`src/rtl/mem_arbiter.sv`:
```
//============================================================================
// Module  : mem_arbiter
// Brief   : Shares one memory bus between the fetch and data ports. The data
//           port has fixed priority. A wait counter aborts transactions that
//           the memory never acknowledges.
// Revision: 1.0 - initial release
//============================================================================
`default_nettype none

module mem_arbiter #(
  parameter int unsigned TIMEOUT_CYCLES = 255
) (
  input  logic        clk,
  input  logic        rst,
  // instruction fetch port
  input  logic        if_req,
  input  logic [31:0] if_addr,
  input  logic        if_cancel,
  output logic [31:0] if_rdata,
  output logic        if_ready,
  // data port
  input  logic        dm_req,
  input  logic        dm_we,
  input  logic [31:0] dm_addr,
  input  logic [31:0] dm_wdata,
  input  logic [3:0]  dm_wstrb,
  output logic [31:0] dm_rdata,
  output logic        dm_ready,
  // memory bus
  output logic        mem_req,
  output logic        mem_we,
  output logic [31:0] mem_addr,
  output logic [31:0] mem_wdata,
  output logic [3:0]  mem_wstrb,
  input  logic        mem_ack,
  input  logic [31:0] mem_rdata,
  // status
  output logic        stall_fetch,
  output logic        stall_mem,
  output logic        bus_error
);

  localparam int unsigned c_cnt_w = (TIMEOUT_CYCLES < 2) ? 1 : $clog2(TIMEOUT_CYCLES);
  localparam logic [c_cnt_w-1:0] c_wait_limit = c_cnt_w'(TIMEOUT_CYCLES - 1);

  typedef enum logic [1:0] {
    IDLE    = 2'd0,
    IF_BUSY = 2'd1,
    DM_BUSY = 2'd2
  } state_t;

  state_t               r_state;
  state_t               w_state_nxt;
  logic [c_cnt_w-1:0]   r_wait_cnt;
  logic [c_cnt_w-1:0]   w_wait_cnt_nxt;
  logic                 r_cancel;
  logic                 w_cancel_nxt;

  logic                 w_mem_req_nxt;
  logic                 w_mem_we_nxt;
  logic [31:0]          w_mem_addr_nxt;
  logic [31:0]          w_mem_wdata_nxt;
  logic [3:0]           w_mem_wstrb_nxt;
  logic [31:0]          w_if_rdata_nxt;
  logic                 w_if_ready_nxt;
  logic [31:0]          w_dm_rdata_nxt;
  logic                 w_dm_ready_nxt;
  logic                 w_bus_error_nxt;

  logic                 w_dm_grant;
  logic                 w_if_grant;
  logic                 w_cancel_cur;
  logic                 w_timeout;
  logic [31:0]          w_cpl_rdata;

  // A requester still holds req during its ready pulse; that cycle is not a new request.
  assign w_dm_grant   = dm_req & ~dm_ready;
  assign w_if_grant   = if_req & ~if_ready & ~if_cancel;
  assign w_cancel_cur = r_cancel | if_cancel;
  assign w_timeout    = (r_wait_cnt == c_wait_limit);
  assign w_cpl_rdata  = mem_ack ? mem_rdata : 32'd0;

  assign stall_fetch  = if_req & ~if_ready & ~if_cancel;
  assign stall_mem    = dm_req & ~dm_ready;

  always_comb begin
    w_state_nxt     = r_state;
    w_wait_cnt_nxt  = r_wait_cnt;
    w_cancel_nxt    = r_cancel;
    w_mem_req_nxt   = mem_req;
    w_mem_we_nxt    = mem_we;
    w_mem_addr_nxt  = mem_addr;
    w_mem_wdata_nxt = mem_wdata;
    w_mem_wstrb_nxt = mem_wstrb;
    w_if_rdata_nxt  = if_rdata;
    w_if_ready_nxt  = 1'b0;
    w_dm_rdata_nxt  = dm_rdata;
    w_dm_ready_nxt  = 1'b0;
    w_bus_error_nxt = 1'b0;

    unique case (r_state)
      IDLE: begin
        w_wait_cnt_nxt = '0;
        w_cancel_nxt   = 1'b0;
        if (w_dm_grant) begin
          w_state_nxt     = DM_BUSY;
          w_mem_req_nxt   = 1'b1;
          w_mem_we_nxt    = dm_we;
          w_mem_addr_nxt  = dm_addr;
          w_mem_wdata_nxt = dm_wdata;
          w_mem_wstrb_nxt = dm_wstrb;
        end else if (w_if_grant) begin
          w_state_nxt     = IF_BUSY;
          w_mem_req_nxt   = 1'b1;
          w_mem_we_nxt    = 1'b0;
          w_mem_addr_nxt  = if_addr;
          w_mem_wdata_nxt = 32'd0;
          w_mem_wstrb_nxt = 4'd0;
        end
      end

      IF_BUSY, DM_BUSY: begin
        // An ack in the last allowed cycle still counts as a normal completion.
        if (mem_ack || w_timeout) begin
          w_state_nxt     = IDLE;
          w_mem_req_nxt   = 1'b0;
          w_wait_cnt_nxt  = '0;
          w_cancel_nxt    = 1'b0;
          w_bus_error_nxt = ~mem_ack;
          if (r_state == DM_BUSY) begin
            w_dm_ready_nxt = 1'b1;
            w_dm_rdata_nxt = w_cpl_rdata;
          end else if (!w_cancel_cur) begin
            w_if_ready_nxt = 1'b1;
            w_if_rdata_nxt = w_cpl_rdata;
          end
        end else begin
          w_wait_cnt_nxt = r_wait_cnt + c_cnt_w'(1);
          if (r_state == IF_BUSY) begin
            w_cancel_nxt = w_cancel_cur;
          end
        end
      end

      default: begin
        w_state_nxt   = IDLE;
        w_mem_req_nxt = 1'b0;
      end
    endcase
  end

  always_ff @(posedge clk) begin
    if (rst) begin
      r_state    <= IDLE;
      r_wait_cnt <= '0;
      r_cancel   <= 1'b0;
      mem_req    <= 1'b0;
      mem_we     <= 1'b0;
      mem_addr   <= 32'd0;
      mem_wdata  <= 32'd0;
      mem_wstrb  <= 4'd0;
      if_rdata   <= 32'd0;
      if_ready   <= 1'b0;
      dm_rdata   <= 32'd0;
      dm_ready   <= 1'b0;
      bus_error  <= 1'b0;
    end else begin
      r_state    <= w_state_nxt;
      r_wait_cnt <= w_wait_cnt_nxt;
      r_cancel   <= w_cancel_nxt;
      mem_req    <= w_mem_req_nxt;
      mem_we     <= w_mem_we_nxt;
      mem_addr   <= w_mem_addr_nxt;
      mem_wdata  <= w_mem_wdata_nxt;
      mem_wstrb  <= w_mem_wstrb_nxt;
      if_rdata   <= w_if_rdata_nxt;
      if_ready   <= w_if_ready_nxt;
      dm_rdata   <= w_dm_rdata_nxt;
      dm_ready   <= w_dm_ready_nxt;
      bus_error  <= w_bus_error_nxt;
    end
  end

endmodule

`default_nettype wire
```
`config.mk`:
```
export PLATFORM = sky130hd
export DESIGN_NAME = mem_arbiter
export DESIGN_NICKNAME = d
export VERILOG_FILES = /design/src/rtl/mem_arbiter.sv
export SDC_FILE = /design/constraint.sdc
export NUM_CORES = 1
export LEC_CHECK = 0
export BUFFER_PORTS_ARGS = -buffer_cell sky130_fd_sc_hd__buf_4
export CAP_MARGIN = 20
export CELL_PAD_IN_SITES_DETAIL_PLACEMENT = 1
export CELL_PAD_IN_SITES_GLOBAL_PLACEMENT = 1
export CORE_MARGIN = 2
export CORE_UTILIZATION = 31
export CTS_CLUSTER_DIAMETER = 100
export DETAILED_ROUTE_END_ITERATION = 8
export MAX_ROUTING_LAYER = met4
export PLACE_DENSITY_LB_ADDON = 0.1
export SYNTH_ARGS = -nofsm -noshare
export SYNTH_HDL_FRONTEND = slang
export SYNTH_SLANG_ARGS = --single-unit
```
`constraint.sdc`:
```
create_clock -name clk -period 1.86 [get_ports clk]
set_clock_uncertainty 0.15 [all_clocks]
set_input_delay 0.372 -clock clk [delete_from_list [all_inputs] [get_ports clk]]
set_output_delay 0.372 -clock clk [all_outputs]
set_load 0.02 [all_outputs]
```
==> results.txt <==
- Filler Cell Count: between 2k and 2.5k
* Cell depth of the worst flop-to-flop path: 7
* Global-route wire length before repair: between 20 and 30 mm
* Synthesized area per cell: between 10 and 15 um^2
- The floorplan has a little under 50 rows.
- Fraction of layout cells with a size suffix above 1: around 48%
- Crit-path cells: inv_1, ha_1, nand3_4, o21bai_4, a31oi_4, buf_12, a32o_1
- Max-capacitance violation count: 0
* Final estimated routing congestion in global placement: approximately 0.83
- The total count of max-transition violations in the final report is 0.
- The worst setup path is of the reg -> reg kind.
- Yosys warns: 0
- Hold Crit Depth: 3
- Min-Delay Path Class: in -> reg
* Leading cell type in the layout, fill and taps excluded: sky130_fd_sc_hd__buf_4
- Setup violations remaining at the end of the flow were counted as 0.
- In this run the horizontal extent of the chip is between 100 and 150 um.
* Worst-Skew Late Latency: between 400 and 500 ps
- Tightest Pin Transition: 657 ps
- Post-synth cell types: 40
- Setup slack on the worst flop-to-flop path: about 86 ps
- Final Net Count: ~920
- Measured against its own limit, the worst slew margin works out to 56.2%.
- Min-Delay Endpoint: mem_wstrb[2]
- For this configuration, the core starts out at a cell density of a little under a third.
- Origin of the critical flop-to-flop path: r_wait_cnt[0]
- Run status: completed
* Dpl hpwl: roughly 13 mm
* Max Freq: roughly 0.56 GHz
* Peak ir drop on the vdd network: roughly 0.61 mV
- The synthesized design contains around 150 register bits.
- GRT Overall Usage: 19.1%
- Overall Power: between 8000 and 9000 uW
- Synthesized instance count: 503
- Worst R2R End: if_rdata[30]
- In this run the vertical extent of the chip is about 140 um.
- Grt ovf: 0
* RSZ-0062 raised after global routing: no
- The final-report hold violation count came to 0.
* Port bufs: 277
* Data arrival at the endpoint of the critical path: around 1900 ps
- Count of pins on the block boundary: approximately 280
* Detailed Route WL: 18.0 mm
* Number of design rule violations left after detail routing: 0
- Area enclosed by the die boundary: ~19000 um^2
- Shortest period the worst path allows: approximately 1800 ps
- At the worst endpoint, the required time is ~2000 ps.
- Along the worst path, the maximum fanout reaches 32.
- Summed over all failing endpoints, the final setup total negative slack is 0 ps.
* Max Root-Sink Buffers: 2
- Clk pin slew, worst setup/hold paths: about 60 ps
* Clock buffers created by TritonCTS: 17
- Maximum single-stage delay on the critical path: 350 ps
- Via count of the first global-routing pass: 5306
- After detailed routing, the average wire length per cell comes to between 15 and 20 um.
* Area Overhead vs Synth: 53.8%
- Number of antenna violations at the first check in global routing: 0
- TritonCTS built the clock tree.
* Pwr/cell area: roughly 990 nW/um^2
* Most frequent cells in the layout: 289 x sky130_fd_sc_hd__buf_4, 147 x sky130_fd_sc_hd__dfxtp_1, 84 x sky130_fd_sc_hd__nor2_1
- The tree is rooted in a sky130_fd_sc_hd__clkbuf_16.
* Hold wc startpoint: dm_wstrb[2]
- In this run, the number of DRC markers left after iteration 0 of detailed routing was 215.
- For this run, the detailed router's first-pass iteration total came to 4.
- The final critical path takes up between 90 and 100% of the cycle.
* Clk sinks: 148
* Syn nets: between 600 and 700
* Startpoint kind of the worst setup timing path: flip-flop
- The H-tree was split into 4 levels.
* Routed vias/inst: between 4 and 5
- Entering global routing, the biggest net connects 74 pins.
* Post-DRT Antenna Nets: 0
- 0 antenna diodes ended up in the layout.
- The share of the Yosys chip area taken by registers is a little over half.
* Reported leakage power: 0.00384 uW
* Area of the mapped netlist: 5620 um^2
- Core area: between 15000 and 20000 um^2
- Slowest cell on crit path: sky130_fd_sc_hd__dfxtp_1
- Number of vias in the routed layout: slightly above 5k
* Category of the worst setup path capture point: flip-flop
power by group:
part	switching (uW)	internal [uW]	leakage [uW]	total [uW]
combinational	950	809	0.00235	1760
clock	1420	1870	0.000274	3290
sequential	117	3390	0.00121	3510
cells in the mapped netlist (all sizes together):
master,instances,area (um^2)
a21oi,4,23.8
nand4,2,18.8
nand3,2,10.0
nor3b,1,18.8
ha,6,75.1
buf,30,208
a32o,64,641
a221oi,1,8.76
nand2,5,18.8
and3,1,6.26
nor2,84,315
a31oi,1,21.3
dfxtp,148,2960
mux2i,32,320
o21a,2,15.0
nand4b,1,8.76
xnor2,3,26.3
o21bai,1,18.8
a22oi,37,278
xor2,4,35.0
a211oi,32,380
clkbuf,18,67.6
and2,2,12.5
inv,6,22.5
nor2b,4,25.0
a31o,1,8.76
nor3,3,20.0
nor4,1,6.26
o21ai,6,37.5
and3b,1,8.76
layer usage:
layer | track usage [%] | vias up | share of wire, %
met5 | - | - | 0
met4 | 5.00 | 0 | 1.3
met3 | 5.73 | 16 | 5.7
met2 | 33.7 | 165 | 52
li1 | - | 2429 | -
met1 | 21.0 | 2458 | 41
area by class of cell:
type | count | area (um^2) | share of cell area, %
multi-input combinational | 301 | 2410 | 27.9
tap | 229 | 287 | 3.32
clock buffer | 17 | 425 | 4.92
clock inverter | 15 | 146 | 1.69
inverter | 6 | 22.5 | 0.261
sequential | 148 | 2960 | 34.3
timing repair buffer | 300 | 2380 | 27.6
worst max-delay path, delay by kind of cell, from the launching register on:
kind	cells	cell delay [ps]
flops	1	350
compound gates	3	580
fa+ha+maj	1	180
buf+inv	2	260
simple gates	1	110
stage by stage:
step / hold WS (ps) / util (%) / std cells / setup WS [ps] / instance area, um^2
after CTS: 24.4 / 47.9 / 1014 / 30.1 / 8580
final: 45.4 / 48.3 / 1016 / 85.8 / 8640
after floorplan: 331 / - / 503 / 125 / 5620
after global routing: 21.8 / 48.3 / 1016 / 7.33 / 8640
after global placement: 299 / 44.4 / 979 / 115 / 7960
after detailed placement: 307 / 44.4 / 979 / 19.6 / 7960
flip-flops by register name, indices dropped and copies added, names as in the netlist, 2 cells and up:
signal / count
dm_rdata: 32
if_rdata: 32
mem_addr: 32
mem_wdata: 32
r_wait_cnt: 8
mem_wstrb: 4
r_state: 2
how the worst max path moves through the flow:
stage                        startpoint           end  slack [ps]  depth (start not counted)
after floorplan              r_state[0]   if_rdata[0]         120                          6
after global placement       r_state[1]      r_cancel         120                          6
after detailed placement     r_state[1]      r_cancel          20                          6
after CTS                      dm_ready     stall_mem          30                          3
after global routing           if_ready   stall_fetch           7                          3
final                     r_wait_cnt[0]  if_rdata[30]          90                          7
cells by family (layout without fill, tap and decap cells):
group	after synthesis	count (layout)	share of synthesized area [%]
adder cells (fa/ha/maj)	6	6	1.34
AND/OR/NAND/NOR	107	107	8.35
AO/OA/AOI/OAI	149	149	25.5
multiplexers	32	32	5.70
XOR/XNOR	7	7	1.09
buffers and inverters	54	338	5.30
flip-flops	148	148	52.7
timing repair:
action / 4_1_cts / 5_1_grt
setup endpoints to repair: 2 / 84
hold buffers: 1 / 0
buffers inserted: 1 / 2
gates resized for setup: 1 / 9
gates cloned: 1 / 0
pin swaps: 0 / 2
endpoints found under the hold margin: 1 / 0
Power figures use the tool's default switching activity.
